$ cat src/rtl/cordic_arbiter.sv
// cordic_arbiter: round-robin issue of two requesters into a fixed-latency cordic core, with tagged result return
module cordic_arbiter #(
  parameter int W = 16,
  parameter int LATENCY = 16
) (
  input  logic         clk,
  input  logic         reset,
  input  logic         en,
  input  logic         req0_valid,
  input  logic         req1_valid,
  output logic         req0_ready,
  output logic         req1_ready,
  input  logic         req0_mode,
  input  logic         req1_mode,
  input  logic [W-1:0] req0_x,
  input  logic [W-1:0] req0_y,
  input  logic [W-1:0] req0_z,
  input  logic [W-1:0] req1_x,
  input  logic [W-1:0] req1_y,
  input  logic [W-1:0] req1_z,
  output logic         core_mode,
  output logic [W-1:0] core_x,
  output logic [W-1:0] core_y,
  output logic [W-1:0] core_z,
  input  logic [W-1:0] core_res1,
  input  logic [W-1:0] core_res2,
  output logic         out_valid,
  output logic         out_id,
  output logic [W-1:0] out_res1,
  output logic [W-1:0] out_res2,
  output logic         busy,
  output logic [15:0]  done_cnt
);
  localparam int CW = $clog2(LATENCY + 2);
  logic               ptr;
  logic               issue;
  logic               gid;
  logic               sel_mode;
  logic [LATENCY-1:0] tag_v;
  logic [LATENCY-1:0] tag_id;
  logic [CW-1:0]      inflight;
  assign req0_ready = reset & en & req0_valid & (~req1_valid | ~ptr);
  assign req1_ready = reset & en & req1_valid & (~req0_valid | ptr);
  assign issue = req0_ready | req1_ready;
  assign gid = req1_ready;
  assign sel_mode = gid ? req1_mode : req0_mode;
  assign busy = inflight != '0;
  // an op counts as in flight until its out_valid cycle has been presented
  always_ff @(posedge clk or negedge reset) begin
    if (!reset) begin
      ptr <= 1'b0;
      core_mode <= 1'b0;
      core_x <= '0;
      core_y <= '0;
      core_z <= '0;
      tag_v <= '0;
      tag_id <= '0;
      out_valid <= 1'b0;
      out_id <= 1'b0;
      out_res1 <= '0;
      out_res2 <= '0;
      inflight <= '0;
      done_cnt <= '0;
    end else begin
      if (issue) begin
        ptr <= ~gid;
        core_mode <= sel_mode;
        core_x <= gid ? req1_x : req0_x;
        core_y <= gid ? req1_y : req0_y;
        core_z <= sel_mode ? '0 : (gid ? req1_z : req0_z);
      end
      for (int i = LATENCY - 1; i > 0; i--) begin
        tag_v[i] <= tag_v[i-1];
        tag_id[i] <= tag_id[i-1];
      end
      tag_v[0] <= issue;
      tag_id[0] <= gid;
      out_valid <= tag_v[LATENCY-1];
      if (tag_v[LATENCY-1]) begin
        out_id <= tag_id[LATENCY-1];
        out_res1 <= core_res1;
        out_res2 <= core_res2;
      end
      inflight <= inflight + CW'(issue) - CW'(out_valid);
      done_cnt <= done_cnt + 16'(out_valid);
    end
  end
endmodule

$ cat config.mk
export PLATFORM = sky130hd
export DESIGN_NAME = cordic_arbiter
export DESIGN_NICKNAME = d
export VERILOG_FILES = /design/src/rtl/cordic_arbiter.sv
export SDC_FILE = /design/constraint.sdc
export NUM_CORES = 1
export LEC_CHECK = 0
export CAP_MARGIN = 0
export CORE_MARGIN = 1.5
export CORE_UTILIZATION = 43
export DETAILED_ROUTE_END_ITERATION = 8
export PLACE_DENSITY = 0.8
export SETUP_SLACK_MARGIN = 0.4
export SKIP_CTS_REPAIR_TIMING = 1
export SYNTH_ARGS = -nofsm -noshare
export SYNTH_HDL_FRONTEND = slang
export SYNTH_SLANG_ARGS = --single-unit
$ cat constraint.sdc
create_clock -name clk -period 2.2 [get_ports clk]
set_input_delay 0.44 -clock clk [delete_from_list [all_inputs] [get_ports clk]]
set_output_delay 0.44 -clock clk [all_outputs]
set_load 0.02 [all_outputs]
== After elaboration in Yosys (flattened, before gate mapping) ==
Cells that the tools add are included.
W data, S select, Z words.
Word-level totals
  output and inout port bits: 102
  word-level logic and storage cells: 34
  register bits after elaboration: 137
Operators by class
  multiplexer cells: 5
  reduce and logical (&&, ||, !) cells: 1
  bitwise operators: 12
  $add $sub $neg: 3
Operators by type and width (count)
  $mux W16: 4
  $add A16 B1 Y16: 1
  $add A5 B1 Y5: 1
  $and A1 B1 Y1: 5
  $reduce_bool A5 Y1: 1
  $sub A5 B1 Y5: 1
  $not A1 Y1: 4
  $or A1 B1 Y1: 3
  $mux W1: 1

== Logic depth before layout (Yosys ltp) ==
Gate-level depths: netlist (run 1).
  depth in word-level cells: 6
  mapped depth: 8
  mapped depth without buffers: 8

== Least setup slack after synthesis (run 1) ==
OpenSTA, ideal clock, no wires.
  path kind: input port to flip-flop
  start point: input req0_valid
  end point: register inflight[4]
  stages on the path: 8
  setup time: 0.124 ns
  arrival time: 2.121 ns
  slack: -0.045 ns
  cells stage by stage: o211ai_1 -> clkinv_1 -> clkbuf_1 -> ha_1 -> fa_1 -> a21oi_1 -> o21bai_1 -> xnor2_1
On the way
  word-level cells in the longest chain between the ends: 6
  elaborated cells on any way between the ends: 8
  those cells by class: 2 x add/sub; 6 x bitwise
Ends and longest elaborated chain
  start: declaration: line 9  | input logic req0_valid,
  $not A1 Y1: line 43  | assign req1_ready = reset & en & req1_valid & (~req0_valid | ptr);
  $or A1 B1 Y1: line 43
  $and A1 B1 Y1: line 43
  $or A1 B1 Y1 *: line 44  | assign issue = req0_ready | req1_ready;
  named net issue: line 36  | logic issue;
  $add A5 B1 Y5 *: line 84  | inflight <= inflight + CW'(issue) - CW'(out_valid);
  $sub A5 B1 Y5 *: line 84
  end signal: assignment: line 84
  end: declaration: line 41  | logic [CW-1:0] inflight;
The timed path passes the listed nets; every way through them passes the cells marked *.
A chain may end at the register's enable or synchronous reset.

== Final worst setup path (run 1) ==
  start point: register ptr
  end point: output req1_ready
On the way
  word-level cells in the longest chain between the ends: 2
Ends and longest elaborated chain
  start: declaration: line 35  | logic ptr;
  start signal: assignment: line 66  | ptr <= ~gid;
  $or A1 B1 Y1: line 43
  $and A1 B1 Y1: line 43
  end: declaration: line 12  | output logic req1_ready,
No other way between the ends.

==> results.txt, run 1 <==
Htree depth -> 4
Max Clock Skew -> 4.522 ps
Synth Area in Adders -> 2.156%
Vias -> 4523
Row cnt -> 41
Max-cap viol count -> 0
Crit Path Category -> reg2out
Layout cells sized above 1 -> 15.81%
Yosys top cell area share -> 61.53%
Post-route cell area -> 9200 sq um
Cell Pwr Density -> 926.5 nW/um^2
Most frequent cell after synthesis -> dfrtp_1
Post-synth EDFFs -> 0
Core ar. -> 12620 sq um
Worst vdd ir -> 630.6 uV
Placement Setup Slack -> -438.7 ps
Fmax -> 0.5147 GHz
Distinct cells, synth -> 31
Critical Path Max Stage Delay -> 410 ps
Crit. End Element -> output pin
Final Hold Fails -> 0
Initial drt markers -> 201
Reg2Reg Depth -> 7
IO Pins -> 237
Post-layout min period -> 1943 ps
# clock sinks -> 137
Worst R2R Start -> out_valid
Startpoint Class -> register
Initial antenna violation count -> 0
Syn nets -> 582
Status -> finished, final reports clean
Die Ht -> 116.8 um
Max-Slew Margin vs Limit -> 30.14%
Final RePlAce weighted congestion -> 0.7791
Num CTS Buffers -> 17
Clk root buf -> clkbuf_16
Ant. Diodes -> 0
Synth area leader -> dfrtp_1
Synth Register Bits -> 137
CTS clk-pin slew, worst paths -> 60 ps
CTS tree -> yes
DR WL/cell -> 17.65 um
Setup violations, final -> 0
R2r setup slk -> 430 ps
Synthesized area -> 5572 sq um
Leakage -> 0.005038 uW
Worst path required time -> 1760 ps
Vias in the first global route -> 4606
Compound-Gate Fraction of Synth Area -> 9.746%
Clk_lat worst skew -> 410 ps
Ys flop type -> dfrtp_1
Fin crit share -> 88.32%
Warnings from Yosys -> 0
Routed vias/inst -> 5.175
Fin worst setup slack -> 257.0 ps
First-pass GRT wire length -> 23270 um
Total GRT Usage -> 22.63%
Reg2reg end -> inflight[4]
CP Cell Sequence -> nor2b_4, or3b_4, clkinvlp_4, buf_4
CTS Buffer Depth -> 2
Initial Util -> 44.15%
Maximum fanout along the worst path -> 4
Post-Syn Instances -> 438
Mux contribution to synthesized area -> 6.670%
Area Overhead vs Synth -> 65.12%
Share of the yosys chip area belonging to registers -> 61.53%
DP Area -> 8199 sq um
Xor-xnor portion of the synthesized cell area -> 2.830%
Synth Area per Inst -> 12.72 sq um
Slew Viols, Final -> 0
Main area contributors after synthesis -> dfrtp_1 62%, mux2_2 6.7%, a311o_1 5.9%
Nets -> 834
Arr. time, crit path -> 1500 ps
Largest net degree at the start of global routing -> 87
RSZ-0062 raised after global routing -> true
Detailed placement HPWL -> 10560 um
PortBufs -> 236
ANT nets after route -> 0
Final wirelength -> 15430 um
Total gr overflow -> 0
Main combinational cell family by area after synthesis -> simple AND/OR/NAND/NOR gates
Simple-gate portion of the synthesized area -> 13.74%
Crit path max-delay cell type -> dfrtp_2
Die footprint -> 13650 sq um
TritonRoute pass-1 iters -> 5
Hold WC Path Type -> in2async
Slew @ Worst Pin -> 1048 ps
Number of remaining DRC errors -> 0
Synth cell count leaders -> 137 x dfrtp_1, 37 x nand2_1, 36 x nor3_1
Die Width -> 116.8 um
Post-synth ARST share -> 100.0%
==> per-layer routing <==
| layer | up-vias | GRT usage, % | wire length (um) |
|---|---|---|---|
| met5 | - | 0 | 0 |
| met4 | 0 | 9.157 | 299 |
| met3 | 28 | 8.445 | 1189 |
| met1 | 2235 | 26.70 | 5970 |
| met2 | 186 | 37.62 | 7971 |
| li1 | 2074 | - | - |
==> metrics by stage <==
step | total power [uW] | hold slack, ps | setup TNS (ps) | cells | utilization [%]
after global routing | 8959 | 13.04 | 0 | 874 | 72.90
after detailed placement | 5508 | 334.7 | -11510 | 835 | 64.97
after CTS | 8567 | -76.75 | -625.1 | 866 | 70.02
final | 8524 | 10.23 | 0 | 874 | 72.90
after global placement | 5421 | 333.5 | -9137 | 835 | 64.97
after floorplan | 4325 | 144.4 | 0 | 438 | -
==> logic make-up after synthesis <==
| logic type | Yosys count |
|---|---|
| multiplexers | 33 |
| flip-flops | 137 |
| XOR/XNOR | 18 |
| AND/OR/NAND/NOR | 144 |
| AO/OA/AOI/OAI | 57 |
| buffers and inverters | 40 |
| adder cells (fa/ha/maj) | 9 |
==> flip-flops by register name, summed over array words and instances (netlist names) <==
name and flops:
done_cnt 16, core_x 16, out_res2 16, core_z 16
out_valid 1, out_res1 16, core_mode 1, inflight 5
tag_id 16, tag_v 16, core_y 16, ptr 1
out_id 1
==> worst max path at each step <==
stage,start,endpoint,slack [ps],cells past startpoint
after floorplan,req1_valid,inflight[4],160,8
after global placement,en,req1_ready,-350,5
after detailed placement,req0_valid,core_z[1],-440,6
after CTS,en,req1_ready,-390,5
after global routing,ptr,req1_ready,210,4
final,ptr,req1_ready,260,4
==> power breakdown <==
group / leakage, uW / total (uW) / switching (uW) / internal, uW
Combinational: 0.00301 / 2350 / 1120 / 1230
Clock: 0.000304 / 3020 / 1040 / 1980
Sequential: 0.00172 / 3150 / 228 / 2930
==> layout by cell type, fill, tap and decap left out, types with 5 or more instances in the layout <==
master           count
clkbuf_16           17
xnor2_1              5
and2_1              33
and2_0              16
nand2_1             37
dfrtp_1            135
ha_1                 5
buf_4               24
mux2_2              33
nand4_1              5
nor3_1              36
a221o_1             16
nor4_1               5
dlymetal6s2s_1     102
a311o_1             33
xor2_1              13
inv_1                6
clkdlybuf4s50_1    130
==> area by class of cell <==
| class | instances | area, sq um |
|---|---|---|
| Inverter | 11 | 46.29 |
| Sequential cell | 137 | 3431 |
| Timing Repair Buffer | 262 | 2826 |
| Fill cell | 883 | 3420 |
| Clock buffer | 20 | 466.7 |
| Tap cell | 172 | 215.2 |
| Multi-Input combinational cell | 261 | 2044 |
| Clock inverter | 11 | 170.2 |
==> worst max-delay path: cells and delay by family, from the launching register on <==
family / cells / cell delay [ps]
simple gates: 2 / 460
flops: 1 / 410
buf+inv: 2 / 220
No activity file was read; power rests on OpenSTA's default activity.
==> inputs of run 2 (changes only) <==
- CORE_UTILIZATION: 43 -> 45
- PLACE_DENSITY: 0.8 -> 0.83
- clock period: 2.2 -> 2.4 ns (I/O delays scaled with it)
==> results.txt, run 2 (same netlist as run 1, synthesis figures left out) <==
Crit Path Category -> reg2out (unchanged)
Die footprint -> 13060 sq um (was 13650 sq um)
Startpoint Class -> register (unchanged)
# clock sinks -> 137 (unchanged)
Initial Util -> 46.19% (was 44.15%)
Buf/Inv on CP -> 2 (unchanged)
Ant. Diodes -> 0 (unchanged)
Routed vias/inst -> 5.318 (was 5.175)
Status -> finished, final reports clean (unchanged)
Htree depth -> 4 (unchanged)
TritonRoute pass-1 iters -> 4 (was 5)
Layout cells sized above 1 -> 13.88% (was 15.81%)
Fin worst setup slack -> 275.6 ps (was 257.0 ps)
Vias in the first global route -> 4931 (was 4606)
Layout Utilization -> 73.80% (was 72.90%)
Detailed placement HPWL -> 10730 um (was 10560 um)
Max-Slew Margin vs Limit -> 48.91% (was 30.14%)
Number of remaining DRC errors -> 0 (unchanged)
Total gr overflow -> 0 (unchanged)
CTS tree -> yes (unchanged)
Die Ht -> 114.3 um (was 116.8 um)
Maximum fanout along the worst path -> 4 (unchanged)
Slew @ Worst Pin -> 766.4 ps (was 1048 ps)
CTS clk-pin slew, worst paths -> 60 ps (about the same)
Hold WC Path Type -> in2async (unchanged)
ANT nets after route -> 0 (unchanged)
Crit path max-delay cell type -> dfrtp_1 (was dfrtp_2)
Die Width -> 114.3 um (was 116.8 um)
Vias -> 4611 (was 4523)
Max Clock Skew -> 7.578 ps (was 4.522 ps)
Worst vdd ir -> 437.2 uV (was 630.6 uV)
Final Hold Fails -> 0 (unchanged)
Clk root buf -> clkbuf_16 (unchanged)
CP Cell Sequence -> nor2b_2, or3b_1, clkinvlp_4, clkbuf_2 (was nor2b_4, or3b_4, clkinvlp_4, buf_4)
IO Pins -> 237 (unchanged)
CTS Buffer Depth -> 2 (unchanged)
RSZ-0062 raised after global routing -> true (unchanged)
Placement Setup Slack -> -283.7 ps (was -438.7 ps)
First-pass GRT wire length -> 24500 um (was 23270 um)
Fin crit share -> 88.52%
Clk_lat worst skew -> 410 ps (about the same)
Initial drt markers -> 252 (was 201)
DR WL/cell -> 18.19 um (was 17.65 um)
Final RePlAce weighted congestion -> 0.8182 (was 0.7791)
Nets -> 830 (was 834)
Post-layout min period -> 2124 ps
Slew Viols, Final -> 0 (unchanged)
Row cnt -> 40 (was 41)
PortBufs -> 236 (unchanged)
Total GRT Usage -> 24.29% (was 22.63%)
Setup violations, final -> 0 (unchanged)
Worst path required time -> 1920 ps (was 1760 ps)
Fill cells -> 759 (was 883)
CP top delay family -> simple AND/OR/NAND/NOR gates (unchanged)
Crit. End Element -> output pin (unchanged)
Leakage -> 0.004009 uW (was 0.005038 uW)
Fmax -> 0.4707 GHz
Cell Pwr Density -> 887.7 nW/um^2 (was 926.5 nW/um^2)
Arr. time, crit path -> 1640 ps (was 1500 ps)
Area Overhead vs Synth -> 59.76% (was 65.12%)
Initial antenna violation count -> 0 (unchanged)
Core ar. -> 12060 sq um (was 12620 sq um)
Max-cap viol count -> 0 (unchanged)
Most common cell after layout, fill and taps aside -> clkdlybuf4s50_1 (was dfrtp_1)
Largest net degree at the start of global routing -> 62 (was 87)
Num CTS Buffers -> 17 (unchanged)
Most frequent cells in the layout -> 218 x clkdlybuf4s50_1, 137 x dfrtp_1, 37 x nand2_1 (was 135 x dfrtp_1, 130 x clkdlybuf4s50_1, 102 x dlymetal6s2s_1)
Critical Path Max Stage Delay -> 480 ps (was 410 ps)
Final wirelength -> 15770 um (was 15430 um)
==> run 2: cell count changes in the layout (fill, tap and decap cells not counted), sizes merged <==
cell / previous run / this run
dlymetal6s2s: 102 / 15
clkdlybuf4s50: 130 / 218
clkbuf: 21 / 20
inv: 9 / 15
clkinvlp: 4 / 3
buf: 28 / 22
clkinv: 5 / 3
==> run 2: worst paths after layout <==
| kind | to | startpoint | depth (start not counted) | slack (ps) |
|---|---|---|---|---|
| setup / recovery | req1_ready | ptr | 4 | 280 |
| hold / removal | core_x[0] | reset | 3 | 110 |
| setup reg to reg | done_cnt[14] | out_valid | 5 | 570 |
| hold reg to reg | tag_id[5] | tag_id[4] | 0 | 350 |
| max in group asynchronous | core_z[0] | reset | 3 | 940 |
| min in group clk | tag_id[5] | tag_id[4] | 0 | 350 |
==> run 2: per-stage QoR <==
| stage | setup TNS, ps | instance area [sq um] | power, uW | hold WS [ps] | cells |
|---|---|---|---|---|---|
| final | 0 | 8901 | 7901 | 114.3 | 867 |
| after global routing | 0 | 8901 | 8253 | 116.4 | 867 |
| after CTS | -385.7 | 8792 | 7935 | -26.85 | 861 |
| after detailed placement | -4772 | 8143 | 5029 | 335.5 | 829 |
| after global placement | -2980 | 8143 | 4944 | 334.9 | 829 |
| after floorplan | 0 | 5595 | 3952 | 184.4 | 438 |
==> run 2: final cells by class <==
type	instances	area (sq um)	share of cell area, %
Timing Repair Buffer	258	2575	28.93
Clock buffer	18	439.2	4.934
Clock inverter	14	210.2	2.362
Tap cell	168	210.2	2.362
Sequential cell	137	3428	38.52
Multi-Input combinational cell	261	1992	22.38
Inverter	11	46.29	0.5201
==> run 2: layer usage <==
layer / vias to the layer above / wire length, um / track usage, %
li1: 2066 / - / -
met1: 2261 / 6372 / 29.39
met2: 247 / 7545 / 39.72
met3: 37 / 1355 / 7.623
met4: 0 / 501 / 11.67
met5: - / 0 / 0
==> run 2: tightest hold or removal path: stages <==
cell,delay [ps]
buf_6,80
buf_4,120
buf_4,190
==> run 2: report_power, final <==
part           switching [uW]  internal, uW  total (uW)
Sequential                226          2680        2910
Combinational            1000          1130        2130
Clock                    1070          1800        2870
